## src/rtl/pong_pkg.sv

```systemverilog
// Shared Pong definitions: match state encoding, screen and paddle geometry,
// and the paddle shrink rule.
package pong_pkg;

    localparam int SCREEN_W      = 640;
    localparam int WIDTH_DEFAULT = 150;
    localparam int WIDTH_MIN     = 40;

    typedef enum logic [2:0] {
        ST_IDLE  = 3'd0,
        ST_SERVE = 3'd1,
        ST_PLAY  = 3'd2,
        ST_POINT = 3'd3,
        ST_OVER  = 3'd4
    } match_state_t;

    // Floor-clamped subtraction; the comparison avoids wrapping the 10-bit width.
    function automatic logic [9:0] shrink_width(input logic [9:0] w,
                                                input int step,
                                                input int floor_w);
        if (w >= 10'(floor_w + step))
            return w - 10'(step);
        else
            return 10'(floor_w);
    endfunction

endpackage

```

## src/rtl/pong_frame_timer.sv

```systemverilog
// Loadable frame_tick countdown; done fires combinationally on the tick that
// exhausts the loaded count.
module pong_frame_timer #(
    parameter int CW = 8
) (
    input  logic          clk,
    input  logic          reset,
    input  logic          load,
    input  logic [CW-1:0] load_val,
    input  logic          tick,
    output logic          done
);

    logic [CW-1:0] count;

    always_ff @(posedge clk) begin
        if (reset)
            count <= '0;
        else if (load)
            count <= load_val;
        else if (tick && count != '0)
            count <= count - CW'(1);
    end

    assign done = tick && (count == CW'(1));

endmodule

```

## src/rtl/match_controller.sv

```systemverilog
// Pong rally/match sequencer: scoring, serve timing, paddle shrink, winner.
// Paddle shrink is built only when PADDLE_SHRINK_EN is defined.
module match_controller
    import pong_pkg::*;
#(
    parameter int WIDTH_DEFAULT   = pong_pkg::WIDTH_DEFAULT,
    parameter int WIDTH_MIN       = pong_pkg::WIDTH_MIN,
    parameter int SHRINK_STEP     = 10,
    parameter int HITS_PER_SHRINK = 4,
    parameter int WIN_SCORE       = 7,
    parameter int SERVE_FRAMES    = 60,
    parameter int POINT_FRAMES    = 90
) (
    input  logic       clk,
    input  logic       reset,
    input  logic       frame_tick,
    input  logic       start,
    input  logic       hit1,
    input  logic       hit2,
    input  logic       miss1,
    input  logic       miss2,
    output logic       paddle_rst,
    output logic       game_end,
    output logic       ball_launch,
    output logic       serve_to,
    output logic [9:0] paddle1_width,
    output logic [9:0] paddle2_width,
    output logic [3:0] score1,
    output logic [3:0] score2,
    output logic [2:0] state
);

    match_state_t st_q, st_n;
    logic [3:0]   s1_q, s1_n, s2_q, s2_n;
    logic         serve_q, serve_n, prst_q, prst_n, launch_q, launch_n, gend_q, gend_n;
    logic         start_q, start_rise;
    logic         tmr_load, tmr_tick, tmr_done;
    logic [7:0]   tmr_val;
    logic [1:0]   hit_ok;
    logic         clr_hits, clr_match;

    assign start_rise = start & ~start_q;
    assign tmr_tick   = frame_tick && (st_q == ST_SERVE || st_q == ST_POINT);

    pong_frame_timer #(.CW(8)) u_timer (
        .clk      (clk),
        .reset    (reset),
        .load     (tmr_load),
        .load_val (tmr_val),
        .tick     (tmr_tick),
        .done     (tmr_done)
    );

    always_comb begin
        st_n      = st_q;
        s1_n      = s1_q;
        s2_n      = s2_q;
        serve_n   = serve_q;
        prst_n    = 1'b0;
        launch_n  = 1'b0;
        tmr_load  = 1'b0;
        tmr_val   = 8'(SERVE_FRAMES);
        hit_ok    = '0;
        clr_hits  = 1'b0;
        clr_match = 1'b0;
        unique case (st_q)
            ST_IDLE, ST_OVER: begin
                if (start_rise) begin
                    st_n      = ST_SERVE;
                    s1_n      = '0;
                    s2_n      = '0;
                    serve_n   = 1'b0;
                    prst_n    = 1'b1;
                    clr_match = 1'b1;
                    tmr_load  = 1'b1;
                end
            end
            ST_SERVE: begin
                if (tmr_done) begin
                    st_n     = ST_PLAY;
                    launch_n = 1'b1;
                end
            end
            ST_PLAY: begin
                // A miss ends the rally, so a same-cycle hit never counts.
                if (miss1 || miss2) begin
                    st_n     = ST_POINT;
                    tmr_load = 1'b1;
                    tmr_val  = 8'(POINT_FRAMES);
                    if (miss1 && !miss2) begin
                        s2_n    = s2_q + 4'd1;
                        serve_n = 1'b0;
                    end else if (miss2 && !miss1) begin
                        s1_n    = s1_q + 4'd1;
                        serve_n = 1'b1;
                    end
                end else begin
                    hit_ok = {hit2, hit1};
                end
            end
            ST_POINT: begin
                if (tmr_done) begin
                    if (s1_q == 4'(WIN_SCORE) || s2_q == 4'(WIN_SCORE)) begin
                        st_n = ST_OVER;
                    end else begin
                        st_n     = ST_SERVE;
                        prst_n   = 1'b1;
                        clr_hits = 1'b1;
                        tmr_load = 1'b1;
                    end
                end
            end
            default: st_n = ST_IDLE;
        endcase
        gend_n = (st_n == ST_IDLE || st_n == ST_POINT || st_n == ST_OVER);
    end

    always_ff @(posedge clk) begin
        if (reset) begin
            st_q     <= ST_IDLE;
            s1_q     <= '0;
            s2_q     <= '0;
            serve_q  <= 1'b0;
            prst_q   <= 1'b0;
            launch_q <= 1'b0;
            gend_q   <= 1'b1;
            start_q  <= 1'b0;
        end else begin
            st_q     <= st_n;
            s1_q     <= s1_n;
            s2_q     <= s2_n;
            serve_q  <= serve_n;
            prst_q   <= prst_n;
            launch_q <= launch_n;
            gend_q   <= gend_n;
            start_q  <= start;
        end
    end

`ifdef PADDLE_SHRINK_EN
    logic [3:0] hc1_q, hc2_q;
    logic [9:0] w1_q, w2_q;

    always_ff @(posedge clk) begin
        if (reset || clr_match) begin
            hc1_q <= '0;
            hc2_q <= '0;
            w1_q  <= 10'(WIDTH_DEFAULT);
            w2_q  <= 10'(WIDTH_DEFAULT);
        end else if (clr_hits) begin
            hc1_q <= '0;
            hc2_q <= '0;
        end else begin
            if (hit_ok[0]) begin
                if (hc1_q == 4'(HITS_PER_SHRINK - 1)) begin
                    hc1_q <= '0;
                    w1_q  <= shrink_width(w1_q, SHRINK_STEP, WIDTH_MIN);
                end else begin
                    hc1_q <= hc1_q + 4'd1;
                end
            end
            if (hit_ok[1]) begin
                if (hc2_q == 4'(HITS_PER_SHRINK - 1)) begin
                    hc2_q <= '0;
                    w2_q  <= shrink_width(w2_q, SHRINK_STEP, WIDTH_MIN);
                end else begin
                    hc2_q <= hc2_q + 4'd1;
                end
            end
        end
    end

    assign paddle1_width = w1_q;
    assign paddle2_width = w2_q;
`else
    logic unused_shrink;
    assign unused_shrink = ^{hit_ok, clr_hits, clr_match};
    assign paddle1_width = 10'(WIDTH_DEFAULT);
    assign paddle2_width = 10'(WIDTH_DEFAULT);
`endif

    assign state       = st_q;
    assign score1      = s1_q;
    assign score2      = s2_q;
    assign serve_to    = serve_q;
    assign paddle_rst  = prst_q;
    assign ball_launch = launch_q;
    assign game_end    = gend_q;

endmodule

```

## config.mk

```make
export PLATFORM = sky130hd
export DESIGN_NAME = match_controller
export DESIGN_NICKNAME = d
export VERILOG_FILES = /design/src/rtl/pong_pkg.sv /design/src/rtl/pong_frame_timer.sv /design/src/rtl/match_controller.sv
export SDC_FILE = /design/constraint.sdc
export NUM_CORES = 1
export LEC_CHECK = 0
export ABC_AREA = 0
export CORE_UTILIZATION = 46
export CTS_CLUSTER_DIAMETER = 120
export DETAILED_ROUTE_END_ITERATION = 8
export PLACE_DENSITY = 0.83
export RECOVER_POWER = 100
export SLEW_MARGIN = 20
export SYNTH_ARGS = -nofsm -noshare
export SYNTH_HDL_FRONTEND = slang
export SYNTH_SLANG_ARGS = --single-unit
```

## constraint.sdc

```tcl
create_clock -name clk -period 2.8 [get_ports clk]
set_clock_uncertainty 0.2 [all_clocks]
set_input_delay 0.28 -clock clk [delete_from_list [all_inputs] [get_ports clk]]
set_output_delay 0.28 -clock clk [all_outputs]
set_load 0.01 [all_outputs]
```

; ---- Word-level counts from Yosys, hierarchy flattened
; Index checks and enable logic that the tools add are counted.
; Widths: inputs -> output; s select.
[totals]
inputBits = 8
ff_bits = 24
output_inout_bits = 35
elab_cells = 82
[op_classes]
n_mux = 30
addsub = 3
reduce_logical = 22
n_eq_ne = 15
bitwise = 3
[ops]
columns = cell, n
row1 = $mux 4, 6
row2 = $mux 8, 2
row3 = $pmux 4 s2, 2
row4 = $mux 3, 5
row5 = $mux 7, 2
row6 = $pmux 3 s4, 1
row7 = $ne 2x2->1 const B, 5
row8 = $eq 3x2->1 const B, 3
row9 = $mux 1, 9
row10 = $add 4x1->4 const B, 2
row11 = $eq 4x3->1 const B, 2
row12 = $eq 8x1->1 const B, 1
row13 = $reduce_and 4->1, 2
row14 = $reduce_bool 8->1, 1
row15 = $sub 8x1->8 const B, 1
row16 = $eq 3x3->1 const B, 2
row17 = $logic_not 3->1, 2
row18 = $logic_and 1x1->1, 5
row19 = $logic_or 1x1->1, 5
row20 = $reduce_and 5->1, 1
row21 = $pmux 1 s2, 2
row22 = $reduce_bool 2->1, 2
row23 = $reduce_or 2->1, 2
row24 = $eq 3x1->1 const B, 1
row25 = 5 further kinds, 7

; ---- Depth between registers and ports, before layout
; Gate-level depths: netlist (run 1).
[depth]
depth_word = 9
depth_mapped = 6
mapped_depth_nobuf = 6

; ---- Modules after synthesis
; From an unflattened synthesis (run 1), not the netlist that was laid out.
[unflattened]
cells_unflattened = 169
area_unflattened_um2 = 1466.4
[by_module_without_submodules]
columns = mod, seq_area_each_um2, area_per_inst_um2, n_inst, cells_each
row1 = match_controller, 320.3, 953.4, 1, 106
row2 = pong_frame_timer, 160.2, 513.0, 1, 63

; ---- Worst setup path after synthesis (run 1)
; Ideal clock, no wire load.
[synth_timing]
kind = register to register
from = reg u_timer.count[0]
to = reg u_timer.count[0]
setup_slack_ps = 964
synth_period_minus_slack_ps = 1836
path_buffers = 0
t_arrival_ps = 1521
setup_time_ps = 116
required_ps = 2484
path_stages_with_launch = 7
path_cell_list = dfxtp_1 inv_1 ha_1 or4b_4 o21a_1 xnor2_1 and3_1
[synth_between]
elab_chain_len = 5
elab_cells_between_ends = 10
cone_classes = add/sub: 1 / eq/ne: 1 / mux: 4 / reduce/logical: 4
[synth_rtl]
columns = element, line_no
row1 = from (decl), pong_frame_timer.sv:14  ; logic [CW-1:0] count;
row2 = from (signal assigned), pong_frame_timer.sv:20  ; count <= load_val;
row3 = from (signal assigned), pong_frame_timer.sv:22  ; count <= count - CW'(1);
row4 = "parallel branches: the longest is 5 deep, another holds $sub 8x1->8", --
; Parallel ways; which one is timed is not known. The select of a mux whose other input is x is not followed.
; A chain may end at the register's enable or synchronous reset.

; ---- Worst setup path after layout (run 1)
[layout_timing]
from = reg st_q[1], in the netlist state[1]
to = reg u_timer.count[6]
[layout_between]
elab_chain_len = 7
elab_cells_between_ends = 15
cone_classes = eq/ne: 4 / mux: 4 / reduce/logical: 7
[layout_rtl]
columns = element, line_no
row1 = from (decl), match_controller.sv:33  ; match_state_t st_q, st_n;
row2 = from (signal assigned), match_controller.sv:129  ; st_q <= st_n;
row3 = $eq 3x1->1 / $eq 3x2->1 (equally long branches), "match_controller.sv:43, match_controller.sv:66"
row4 = $logic_or 1x1->1, match_controller.sv:43  ; assign tmr_tick = frame_tick && (st_q == ST_SERVE || st_q == ST_POINT);
row5 = $logic_and 1x1->1, match_controller.sv:43
row6 = $logic_and 1x1->1, pong_frame_timer.sv:25  ; assign done = tick && (count == CW'(1));
row7 = $mux 1, match_controller.sv:102  ; if (tmr_done) begin
row8 = $pmux 1 s3, match_controller.sv:66  ; unique case (st_q)
row9 = $mux 8 / $reduce_bool 2->1 (equally long branches), --
; Several ways; a longest one is shown, not always the timed one.

==> results of run 1 <==
state kept, by name, summed over array words and instances (netlist names):
register       cells
state              3
ball_launch        1
paddle_rst         1
u_timer.count      8
score1             4
start_q            1
score2             4
game_end           1
serve_to           1
where the power goes:
part	switching, mW	total [mW]	internal, mW
logic	0.0696	0.118	0.0480
registers	0.0169	0.373	0.356
clock network	0.111	0.191	0.0798
metrics by stage:
step | cells | hold slack [ps]
2_1_floorplan | 177 | 157
3_3_place_gp | 205 | 262
6_report | 209 | 288
3_5_place_dp | 205 | 268
4_1_cts | 209 | 290
5_1_grt | 209 | 317
layer usage:
layer  share of wire, %  vias to the layer above
met5                  0                        -
met4                1.5                        0
met3                4.7                        4
met2                 49                       32
met1                 45                      518
li1                   -                      561
worst max path at each step:
stage	slack, ps	from	endpoint
finish	680	state[1]$_SDFF_PP0_	u_timer.count[6]$_SDFFE_PP0P_
global route	450	state[1]$_SDFF_PP0_	u_timer.count[6]$_SDFFE_PP0P_
CTS	760	state[1]$_SDFF_PP0_	state[1]
global placement	670	start	game_end$_SDFF_PP1_
floorplan	960	u_timer.count[0]$_SDFFE_PP0P_	u_timer.count[0]$_SDFFE_PP0P_
detailed placement	630	start	u_timer.count[1]$_SDFFE_PP0P_
layout by cell type (no fill, tap or decap), drive strengths merged, types with 2 or more instances in the layout:
cell,synthesis,routed
nand2,6,6
dlygate4sd3,0,15
and3,4,4
nor2,11,11
conb,2,20
o21ai,2,2
nand3b,3,3
nor4,2,2
or2,3,3
nand4,4,4
nor3b,2,2
o211a,2,2
nand3,6,6
nor4b,2,2
clkdlybuf4s50,0,5
o21a,2,2
a21oi,11,11
xor2,7,7
and2,4,4
nand4b,2,2
inv,4,4
or4b,2,2
xnor2,3,3
ha,5,5
nor3,5,5
dfxtp,24,24
clkbuf,1,5
worst min-delay path, stage by stage, from the launching register on:
cell	delay (ps)
dfxtp_1	340
nand3_1	60
a21oi_1	60
area by class of cell:
class	count	area, um^2	share of cell area, %
multi-input cells	125	807	51.0
flip-flops and latches	24	480	30.4
repair buffers	21	204	12.9
well taps	31	38.8	2.45
clock buffers	4	36.3	2.29
inverters	4	15.0	0.949
kinds of logic (layout without fill, tap and decap cells):
kind of cell	Yosys count	in the layout	share of synthesized area, %
AND/OR/NAND/NOR	62	62	27.4
buffers and inverters	28	29	13.4
AO/OA/AOI/OAI	26	26	13.3
flip-flops	24	24	33.4
XOR/XNOR	10	10	6.10
adder cells (fa/ha/maj)	5	5	4.36
other	2	20	0.523
multiplexers	2	2	1.48
==> flow_summary.ini, run 1 <==
[run_status]
violations = DRC
status = finished with violations

[floorplan]
num_rows = 19
dieArea_um2 = 3350
core_area_um2 = 2850
die_x_um = 57.9
io_pins = 43
die_h_um = 57.9
start_util_pct = 50.4

[clocking]
cts-hold-fix-buffers = 0
clkSinkCount = 24
clk_pin_slew_ps = 140
cts_root_buf = clkbuf_4
htreeDepth = 1
cts_inserted_buffers = 3
cts_tree = done
post-cts-setup-buffer-count = 0
cts.repair.resized = 0
clock_path_buffers = 2
clock_latency_ps = 330

[yosys]
synth_top_area_cell = dfxtp_1
synth_area_um2 = 1440
synth_most_common_cell = dfxtp_1
synthTopCellsByCount = 24 x dfxtp_1, 21 x buf_4, 11 x a21oi_1, 11 x nor2_1, 7 x xor2_1
synthCells = 159
netlist.area_leader.share_pct = 33.4
synthDistinctLibCells = 50
yosys_most_used_dff = dfxtp_1
synth_edf_count = 0
yosys-top-cells-area = dfxtp_1 33%, buf_4 11%, ha_1 4.4%
ys_ff_latch = 24
yosysWarnings = 0
async_flop_share_pct = 0
synth-seq-area-share_pct = 33.4
synth.avg_cell_area_um2 = 9.03

[global_routing]
use_met2_pct = 30.7
grt_pass1_wl_um = 4620
grt.total_usage_pct = 17.9
grt_max_degree = 15
antenna_found_initial = 0
grtUsageMet3_pct = 5.13
grt-ovfl-total = 0
grt_pass1_vias = 1066
grt-busiest-layer = met2
use_met1_pct = 20.9

[route]
viasPerCell = 5.33
ant_nets = 0
dr.pass1.iters = 8
vias = 1115
dr.first_iter.drc_count = 38
drt-total-wl_um = 2780
post_drt_wl_per_cell_um = 13.3
drc = 1

[setup_path]
slowest_delay_ps = 600
rr_startpoint = state[1]$_SDFF_PP0_
cp_max_fo = 12
cpMaxStageDelayCell = dfxtp_1
r2r_slack_ps = 680
crit_path_start_kind = flop
critPathKind = reg -> reg
crit_arrival_ps = 2150
worst-path-stages = 4
critPathRequiredTime_ps = 2830
cp-end-kind = flop
crit_buf_inv = 0
crit_chain = nor3b_4, a21oi_1, o21a_1, a2111oi_0
path_delay_family = compound AO/OA/AOI/OAI gates
r2r_end = u_timer.count[6]$_SDFFE_PP0P_
ff2ff_path_depth = 4

[worst_hold_path]
hp-start = serve_to$_SDFFE_PP0P_
hold_depth = 2
min_to = serve_to$_SDFFE_PP0P_
min_path_type = reg -> reg

[placed_design]
port_buffers = 20
dp_hpwl_um = 2040
placed_area_um2 = 1570
place_ws_ps = 628
place.gp.congestion = 0.795

[timing]
tightest_slew_ps = 654
hold_violations = 0
min_period_ps = 2120
rsz0062_at_grt = no
setup_viol = 0
maxSlewViolCount = 0
setup_tns_ps = 0
worst_slack_ps = 680
slew_headroom_pct = 56.4
min_period_over_period_pct = 75.7
fmax_mhz = 472

[pwr]
total_power_uw = 681
ir_worst_vdd_uv = 345
powerDensity_nw_per_um2 = 431
p_leak_nw = 0.691

[layout]
area_growth_syn_to_layout_pct = 10.1
final_util_pct = 55.4
diodes = 0
fin_area_um2 = 1580
fill_cells = 263
nets = 192
drive_above_1_share_pct = 6.74

[run]
drv_cap = 0
No activity file was read; power rests on OpenSTA's default activity.
==> run 2, diff against run 1 <==
==> constraint.sdc (replaced) <==
create_clock -name clk -period 2.02 [get_ports clk]
set_clock_uncertainty 0.2 [all_clocks]
set_input_delay 0.202 -clock clk [delete_from_list [all_inputs] [get_ports clk]]
set_output_delay 0.202 -clock clk [all_outputs]
set_load 0.01 [all_outputs]
==> flow_summary.ini, run 2 (synthesized netlist as in run 1, its figures left out) <==
[run_status]
status = finished with violations
violations = DRC

[pwr]
seqPwrFrac_pct = 54.1
ir_worst_vdd_uv = 418
intPower_uw = 685
p_sw_share_pct = 28.4
clkPwrFrac_pct = 26.5
p_leak_nw = 0.731
powerDensity_nw_per_um2 = 580
pwr-share-comb_pct = 19.4
p_sw_uw = 272

[floorplan]
start_util_pct = 50.4
core_area_um2 = 2850
num_rows = 19
die_h_um = 57.9
die_x_um = 57.9
dieArea_um2 = 3350
io_pins = 43

[run]
drv_cap = 0

[worst_hold_path]
min_path_type = in -> reg

[setup_path]
cp_max_fo = 5
crit_buf_inv = 2
slowest_delay_ps = 490
path_delay_family = simple AND/OR/NAND/NOR gates
cpMaxStageDelayCell = or4b_4
crit_arrival_ps = 1970
crit_chain = inv_2, ha_1, or4b_4, nand4_1, buf_4, nor4_1, o211a_1
critPathKind = reg -> reg
crit_path_start_kind = flop
critPathRequiredTime_ps = 2050
cp-end-kind = flop

[timing]
setup_viol = 0
fmax_mhz = 516
min_period_over_period_pct = 95.9
hold_violations = 0
min_period_ps = 1940
maxSlewViolCount = 0
rsz0062_at_grt = no
worst_slack_ps = 82.8

[clocking]
htreeDepth = 1
clock_latency_ps = 320
cts_inserted_buffers = 3
post-cts-setup-buffer-count = 0
cts_root_buf = clkbuf_4
clkSinkCount = 24
cts_tree = done
clock_path_buffers = 2
clk_pin_slew_ps = 130

[route]
dr.first_iter.drc_count = 37
dr.pass1.iters = 6
drc = 2
post_drt_wl_per_cell_um = 13.5
vias = 1193
viasPerCell = 5.50
drt-total-wl_um = 2940
ant_nets = 0

[global_routing]
grt-ovfl-total = 0
grt_pass1_wl_um = 4910
grt_max_degree = 14
antenna_found_initial = 0
grt_pass1_vias = 1126
grt.total_usage_pct = 19.1

[placed_design]
placed_area_um2 = 1630
dp_hpwl_um = 2270
place_ws_ps = -91.2
port_buffers = 20
dp.cells = 213
place.gp.congestion = 0.841

[layout]
fin_area_um2 = 1650
diodes = 0
drive_above_1_share_pct = 12.9
largest_register_ffs = 8
regMostFlops = u_timer.count
area_growth_syn_to_layout_pct = 14.8
nets = 200
final_cell_mix = 24 x dfxtp_1, 20 x conb_1, 15 x dlygate4sd3_1
multi_input_area_um2 = 821
seqCellArea_um2 = 480
finalNonFillerCells = 217
mostFrequentLayoutCell = dfxtp_1
fill_cells = 270
-- run 2: cell count changes in the layout (fill, tap and decap cells not counted), moves of 2 or more --
cell,delta
buf_4,+6
inv_1,-2
inv_2,+2
o21a_1,-2
o21a_4,+2
-- run 2: routing by layer --
metal	routed length [um]	GRT usage, %
met1	1280	22.7
met2	1430	32.3
met5	0	0
met4	44	7.82
met3	190	5.58
-- run 2: repair_timing --
action / in CTS / in global routing
endpoints found under the hold margin: 0 / 0
hold buffers: 0 / 0
resized for setup: 0 / 3
setup endpoints to repair: 0 / 6
-- run 2: cell type report --
type	count	area share [%]
flip-flops and latches	24	29.1
repair buffers	29	15.6
multi-input cells	125	49.8
well taps	31	2.35
inverters	4	0.910
clock buffers	4	2.20
-- run 2: stage by stage --
step | utilization, % | setup TNS (ps) | total power, mW | hold WS, ps
2_1_floorplan | - | 0 | 0.682 | 79.3
3_3_place_gp | 57.2 | 0 | 0.705 | 265
3_5_place_dp | 57.2 | -125 | 0.714 | 269
4_1_cts | 58.5 | 0 | 0.967 | 263
5_1_grt | 57.8 | 0 | 1.01 | 262
6_report | 57.8 | 0 | 0.957 | 272
-- run 2: power by group through the flow --
stage,clock network (mW),logic (mW),registers (mW)
2_1_floorplan,0,0.157,0.525
6_report,0.254,0.186,0.517
5_1_grt,0.283,0.206,0.521
3_3_place_gp,0,0.179,0.525
4_1_cts,0.261,0.188,0.518
3_5_place_dp,0,0.186,0.528
-- run 2: worst paths after layout --
check                           startpoint  slack, ps                             to  cells after the start
min                                  start        270             start_q$_SDFF_PP0_                      3
max          u_timer.count[0]$_SDFFE_PP0P_         80  u_timer.count[7]$_SDFFE_PP0P_                      7
min reg2reg          serve_to$_SDFFE_PP0P_        290          serve_to$_SDFFE_PP0P_                      2
max reg2reg  u_timer.count[0]$_SDFFE_PP0P_         80  u_timer.count[7]$_SDFFE_PP0P_                      7
-- run 2: tightest hold or removal path, stage by stage --
cell and delay [ps]:
clkdlybuf4s50_1 430, inv_1 80, nor2_1 50
==> run 3, diff against run 2 <==
--- a/config.mk
+++ b/config.mk
@@ -7,11 +7,13 @@
 export LEC_CHECK = 0
 export ABC_AREA = 0
 export CORE_UTILIZATION = 46
+export CTS_BUF_LIST = sky130_fd_sc_hd__clkbuf_4 sky130_fd_sc_hd__clkbuf_8 sky130_fd_sc_hd__clkbuf_16
 export CTS_CLUSTER_DIAMETER = 120
 export DETAILED_ROUTE_END_ITERATION = 8
 export PLACE_DENSITY = 0.83
 export RECOVER_POWER = 100
-export SLEW_MARGIN = 20
+export SKIP_LAST_GASP = 1
+export SLEW_MARGIN = 25
 export SYNTH_ARGS = -nofsm -noshare
 export SYNTH_HDL_FRONTEND = slang
 export SYNTH_SLANG_ARGS = --single-unit
==> results of run 3 <==
Same layout as run 2: the final DEF is identical, and so are final timing and power.
